## src/rtl/gated_edge_counter.sv

```systemverilog
// Counts synchronised rising edges of sig_in inside each gate-high window
// and presents every completed count on an AXI-Stream master tagged with div.
module gated_edge_counter #(
    parameter int COUNT_WIDTH = 32,
    parameter int DIV_WIDTH   = 5,
    parameter int SYNC_STAGES = 2
) (
    input  logic                   aclk,
    input  logic                   aresetn,
    input  logic                   gate,
    input  logic [DIV_WIDTH-1:0]   div,
    input  logic                   sig_in,
    output logic [COUNT_WIDTH-1:0] m_axis_tdata,
    output logic [DIV_WIDTH-1:0]   m_axis_tuser,
    output logic                   m_axis_tvalid,
    input  logic                   m_axis_tready,
    output logic                   overrun
);

    typedef enum logic {ARM, COUNT} state_t;

    state_t                 r_state;
    state_t                 w_state_nxt;
    logic [SYNC_STAGES-1:0] r_sync;
    logic                   r_s_q;
    logic                   r_gate_q;
    logic                   r_gate_vld;
    logic [DIV_WIDTH-1:0]   r_div_q;
    logic [DIV_WIDTH-1:0]   w_div_q_nxt;
    logic [COUNT_WIDTH-1:0] r_count;
    logic [COUNT_WIDTH-1:0] w_count_nxt;
    logic [COUNT_WIDTH-1:0] w_count_inc;
    logic [COUNT_WIDTH-1:0] w_count_upd;
    logic                   w_s_sync;
    logic                   w_edge;
    logic                   w_rise;
    logic                   w_fall;
    logic                   w_abort;
    logic                   w_cap;

    always_ff @(posedge aclk) begin
        if (!aresetn) begin
            r_sync     <= '0;
            r_s_q      <= 1'b0;
            r_gate_q   <= 1'b0;
            r_gate_vld <= 1'b0;
        end else begin
            r_sync     <= {r_sync[SYNC_STAGES-2:0], sig_in};
            r_s_q      <= w_s_sync;
            r_gate_q   <= gate;
            r_gate_vld <= 1'b1;
        end
    end

    assign w_s_sync = r_sync[SYNC_STAGES-1];
    assign w_edge   = w_s_sync & ~r_s_q;
    // gate_q is not a real sample in the first cycle after reset, so a
    // window already open then must not look like a rise
    assign w_rise   = gate & ~r_gate_q & r_gate_vld;
    assign w_fall   = ~gate & r_gate_q;
    assign w_abort  = (div != r_div_q);

    assign w_count_inc = (r_count == '1) ? r_count
                                         : r_count + COUNT_WIDTH'(1);
    assign w_count_upd = w_edge ? w_count_inc : r_count;

    always_comb begin
        w_state_nxt = r_state;
        w_count_nxt = r_count;
        w_div_q_nxt = r_div_q;
        w_cap       = 1'b0;
        unique case (r_state)
            ARM: begin
                w_count_nxt = '0;
                if (w_rise) begin
                    w_state_nxt = COUNT;
                    w_div_q_nxt = div;
                end
            end
            COUNT: begin
                if (w_abort) begin
                    w_state_nxt = ARM;
                    w_count_nxt = '0;
                end else if (w_fall) begin
                    w_cap       = 1'b1;
                    w_state_nxt = ARM;
                    w_count_nxt = '0;
                end else begin
                    w_count_nxt = w_count_upd;
                end
            end
            default: w_state_nxt = ARM;
        endcase
    end

    always_ff @(posedge aclk) begin
        if (!aresetn) begin
            r_state <= ARM;
            r_count <= '0;
            r_div_q <= '0;
        end else begin
            r_state <= w_state_nxt;
            r_count <= w_count_nxt;
            r_div_q <= w_div_q_nxt;
        end
    end

    // a capture may reuse the slot freed by a transfer in the same cycle
    always_ff @(posedge aclk) begin
        if (!aresetn) begin
            m_axis_tdata  <= '0;
            m_axis_tuser  <= '0;
            m_axis_tvalid <= 1'b0;
            overrun       <= 1'b0;
        end else if (w_cap) begin
            if (!m_axis_tvalid || m_axis_tready) begin
                m_axis_tdata  <= w_count_upd;
                m_axis_tuser  <= r_div_q;
                m_axis_tvalid <= 1'b1;
            end else begin
                overrun <= 1'b1;
            end
        end else if (m_axis_tvalid && m_axis_tready) begin
            m_axis_tvalid <= 1'b0;
        end
    end

endmodule
```

## config.mk

```make
export PLATFORM = sky130hd
export DESIGN_NAME = gated_edge_counter
export DESIGN_NICKNAME = d
export VERILOG_FILES = /design/src/rtl/gated_edge_counter.sv
export SDC_FILE = /design/constraint.sdc
export NUM_CORES = 1
export LEC_CHECK = 0
export BUFFER_PORTS_ARGS = -buffer_cell sky130_fd_sc_hd__buf_2
export CAP_MARGIN = 30
export CORE_ASPECT_RATIO = 0.9
export CORE_UTILIZATION = 31
export DETAILED_ROUTE_END_ITERATION = 6
export HOLD_SLACK_MARGIN = 0.06
export PLACE_DENSITY = 0.45
export SLEW_MARGIN = 20
export SYNTH_ARGS = -nofsm -noshare
export SYNTH_HDL_FRONTEND = slang
export SYNTH_SLANG_ARGS = --single-unit
```

## constraint.sdc

```tcl
create_clock -name aclk -period 2.3 [get_ports aclk]
set_input_delay 0.46 -clock aclk [delete_from_list [all_inputs] [get_ports aclk]]
set_output_delay 0.46 -clock aclk [all_outputs]
set_load 0.02 [all_outputs]
```

* Yosys cells after proc, flatten, opt, wreduce, memory -nomap -nowiden
Index checks and enable logic that the tools add are counted.
W data, S select, Z words.
** Storage, ports and cells
- Register bits :: 82
- Bits of input ports :: 10
- Output and inout bits :: 39
** Cells by class
- Add/subtract/negate cells :: 1
- Eq/ne operators :: 3
- Mux-type cells :: 16
- Bitwise gates (word level) :: 9
- Reductions and logical operators :: 8
** Operators with widths (count)
- $mux W32 :: 4
- $pmux W32 S2 :: 1
- $add A32 B1 Y32 const B :: 1
- $eq A32 B32 Y1 const B :: 1
- $mux W1 :: 10
- $reduce_and A2 Y1 :: 4
- $ne A5 B5 Y1 :: 1
- $not A1 Y1 :: 5
- $and A1 B1 Y1 :: 4
- $ne A2 B1 Y1 const B :: 1
- $pmux W1 S2 :: 1
- $reduce_bool A2 Y1 :: 1
- $logic_and A1 B1 Y1 :: 1
- $logic_not A1 Y1 :: 1
- $logic_or A1 B1 Y1 :: 1

* Longest topological paths before layout
- Depth in word-level cells :: 7
- Mapped depth :: 7

* Worst setup path before layout
No wires, ideal clock.
- Path kind :: reg-to-reg
- Start point :: register r_count[0]
- End point :: register m_axis_tdata[28]
- Library setup time :: 0.091 ns
- Arrival :: 1.790 ns
- Required time :: 2.209 ns
- Path slack :: 0.419 ns
- Stages on the path, launching flop included :: 8
- Path buffers :: 1
- Cell sequence :: dfxtp_1 ha_1 and4_1 and4_1 buf_4 nand2_1 or3_1 a311oi_1
** Between the ends
- Longest elaborated chain between the ends :: 3
- Elaborated cells on any way between the ends :: 4
- Classes of those cells :: add/sub (1); eq/ne (1); mux (2)
** RTL lines
- start, declared :: line 30 : logic [COUNT_WIDTH-1:0] r_count;
- start signal, assigned :: line 103 : r_count <= w_count_nxt;
- $add A32 B1 Y32 or $eq A32 B32 Y1 (tied branches) :: line 64, 63
- $mux W32 * :: line 63 : assign w_count_inc = (r_count == '1) ? r_count
- $mux W32 * :: line 65 : assign w_count_upd = w_edge ? w_count_inc : r_count;
- end signal, assigned :: line 117 : m_axis_tdata <= w_count_upd;
- end, declared :: line 13 : output logic [COUNT_WIDTH-1:0] m_axis_tdata,
Every way passes the cells marked *; elsewhere a longest branch is shown, timed or not.
A chain may end at the register's enable or synchronous reset.

* Worst setup path after layout
- Start point :: register r_count[0]
- End point :: register m_axis_tdata[26]
The elaborated chain is that of the path after synthesis.

==> metrics.txt <==
Final WS setup 0.162 ns; wire per inst 15.4 um; total power 0.00294 W; Final ANT Viol Nets 0; core area 0.0110 sq mm; post-route minimum period 2.14 ns; skew final 0.00641 ns; setup TNS 0 ns; RSZ-0062 raised after global routing false; CTS Root Cell clkbuf_16; Synth area leader dfxtp_1; ys async rst share 0%; vias 3,059; Gate Count Post-Synth 400; Port Buffers 48; GRT Resource Usage Total 16.8%; Slew Viols, Final 0; mapped cell area 0.00357 sq mm; Synth area leaders dfxtp_1, xnor2_1, nor2_1; first drt pass iteration count 4; sequential area share after synthesis 45.9%; Distinct cells, synth 44; largest net degree at the start of global routing 35; top cell family by delay on the critical path simple AND/OR/NAND/NOR gates; Post-synth top cells dfxtp_1, nor2_1, a21oi_1; fin nets 471; initial antenna violation count 0; pre-CTS setup slack 0.209 ns; Initial Util 32.4%; total CTS buffers 9; Cell Area, Placed 0.00413 sq mm; Startpoint Class flip-flop; die area 0.0120 sq mm; worst skew pair latency 0.33 ns; clk buf depth 2; vias in the first global route 2,915; Via density 4.96; Max Fanout on Critical Path 6; layout cells sized above 1 21.7%; final setup fails 0; required time of the critical path 2.54 ns; critical path, cell by cell ha_1 > and4_1 > and4_1 > nand2_1 > or4_1 > a31oi_1; CP endpoint kind flip-flop; Pwr per Cell Area 666 mW/mm^2; CP max stage delay 0.46 ns; H-Tree Level Count 3; Iteration-0 DRC Markers 268; top-count cell post-synth dfxtp_1; Worst-path clk slew 0.06 ns; reported max-cap violation count 0; WP data arrival 2.38 ns; Std-Cell Rows 36; cell mode on critical path and4_1; status completed; Synth Flop Type dfxtp_1; post-route cell area 0.00442 sq mm; mean area per synthesized cell 8.93 sq um; Yosys reg bits 82; Slew HR 66.8%; Final Cycle Share 93.0%; Die Ht 104 um; VDD IR max 0.000361 V; P&R area growth vs syn 23.8%; residual DRC count 0; first-pass GRT wire length 15,500 um; DP Wirelength 6800 um; Post-synth EDFFs 0; # resized after CTS 0; die width 115 um; worst slew pin tran 0.493 ns; I/O pin total 49; TritonCTS clock tree built; hold slack 0.343 ns; Buf/Inv on CP 0; Sink Count 82; postcts setup bufs 0; Fmax 468 MHz; kind of critical path flip-flop to flip-flop; Ys Warns 0; Routability Congestion 0.919; hold buffer count at CTS 0; Synth top area share 45.9%; Hold Vio Cnt, Final 0; grt ovf 0; P_leak 1.58 nW; Routed WL 9470 um; net count after synthesis 411; Hold Crit Class primary input to flip-flop; highest-delay cell along the critical path or4_1; diodes inserted 0
-- registers in the layout (all words and copies together) (netlist names), 2 cells and up --
name	flops
m_axis_tdata	32
r_sync	2
r_div_q	5
r_count	32
m_axis_tuser	5
-- cell families (layout without fill, tap and decap cells) --
kind of cell               Yosys count  after routing  share of synthesized area, %
adders and majority gates            1              1                         0.350
buffers and inverters               27             92                          3.26
and+or+nand+nor                    164            164                          25.6
DFF                                 82             82                          45.9
AOI/OAI and AO/OA                   90             90                          15.8
muxes                                7              7                          2.00
xor gates and xnor gates            29             29                          7.11
-- layout by cell type, fill, tap and decap left out, types with 2 or more instances in the layout --
| master | instances |
|---|---|
| nor4_4 | 3 |
| or4_1 | 4 |
| and2_1 | 5 |
| buf_2 | 48 |
| nand2_1 | 25 |
| a311oi_1 | 2 |
| nand4b_1 | 2 |
| and3_1 | 7 |
| mux2i_1 | 6 |
| dfxtp_1 | 82 |
| nor4_1 | 2 |
| clkbuf_16 | 9 |
| nand4_1 | 21 |
| buf_4 | 24 |
| or2_1 | 2 |
| and4_1 | 7 |
| a211oi_1 | 17 |
| o21ai_1 | 3 |
| clkbuf_1 | 2 |
| buf_12 | 2 |
| a2111oi_2 | 5 |
| or3_1 | 10 |
| xor2_1 | 5 |
| nor2b_1 | 2 |
| nand3_1 | 13 |
| nor2_1 | 49 |
| nand2b_1 | 4 |
| a21oi_1 | 36 |
| xnor2_1 | 24 |
| o21ai_0 | 20 |
| a31oi_1 | 4 |
-- report_power, final --
part | internal (W) | switching [W] | leakage [nW] | total, W
registers | 0.00143 | 0.00000609 | 0.662 | 0.00143
logic | 0.0000285 | 0.0000400 | 0.778 | 0.0000685
clock network | 0.000872 | 0.000569 | 0.143 | 0.00144
total | 0.00233 | 0.000615 | 1.58 | 0.00294
-- path summary, 6_finish.rpt --
kind                                 start  slack [ns]  depth (start not counted)               end
worst max-delay path            r_count[0]        0.16                          6  m_axis_tdata[26]
worst max register to register  r_count[0]        0.16                          6  m_axis_tdata[26]
worst min-delay path                sig_in        0.34                          2         r_sync[0]
worst min register to register   r_sync[0]        0.43                          1         r_sync[1]
-- per-stage QoR --
step           util [%]  cells
2_1_floorplan         -    400
3_3_place_gp       37.4    601
3_5_place_dp       37.4    601
4_1_cts            40.1    617
5_1_grt            40.1    617
6_report           40.1    617
-- routing by layer --
metal | wire, um | vias up | GRT usage (%)
li1 | - | 1569 | -
met1 | 5190 | 1418 | 25.1
met3 | 385 | 4 | 3.44
met4 | 60 | 0 | 5.38
met2 | 3830 | 68 | 23.7
met5 | 0 | - | 0
-- final cells by class --
| class | count | area [sq um] |
|---|---|---|
| clock buffers | 12 | 246 |
| inverters | 2 | 7.51 |
| well taps | 152 | 190 |
| repair buffers | 74 | 460 |
| fillers | 1159 | 6610 |
| flip-flops and latches | 82 | 1640 |
| clock inverters | 4 | 51.3 |
| multi-input cells | 291 | 1830 |
Note: power is estimated with default switching activity, not from simulation.
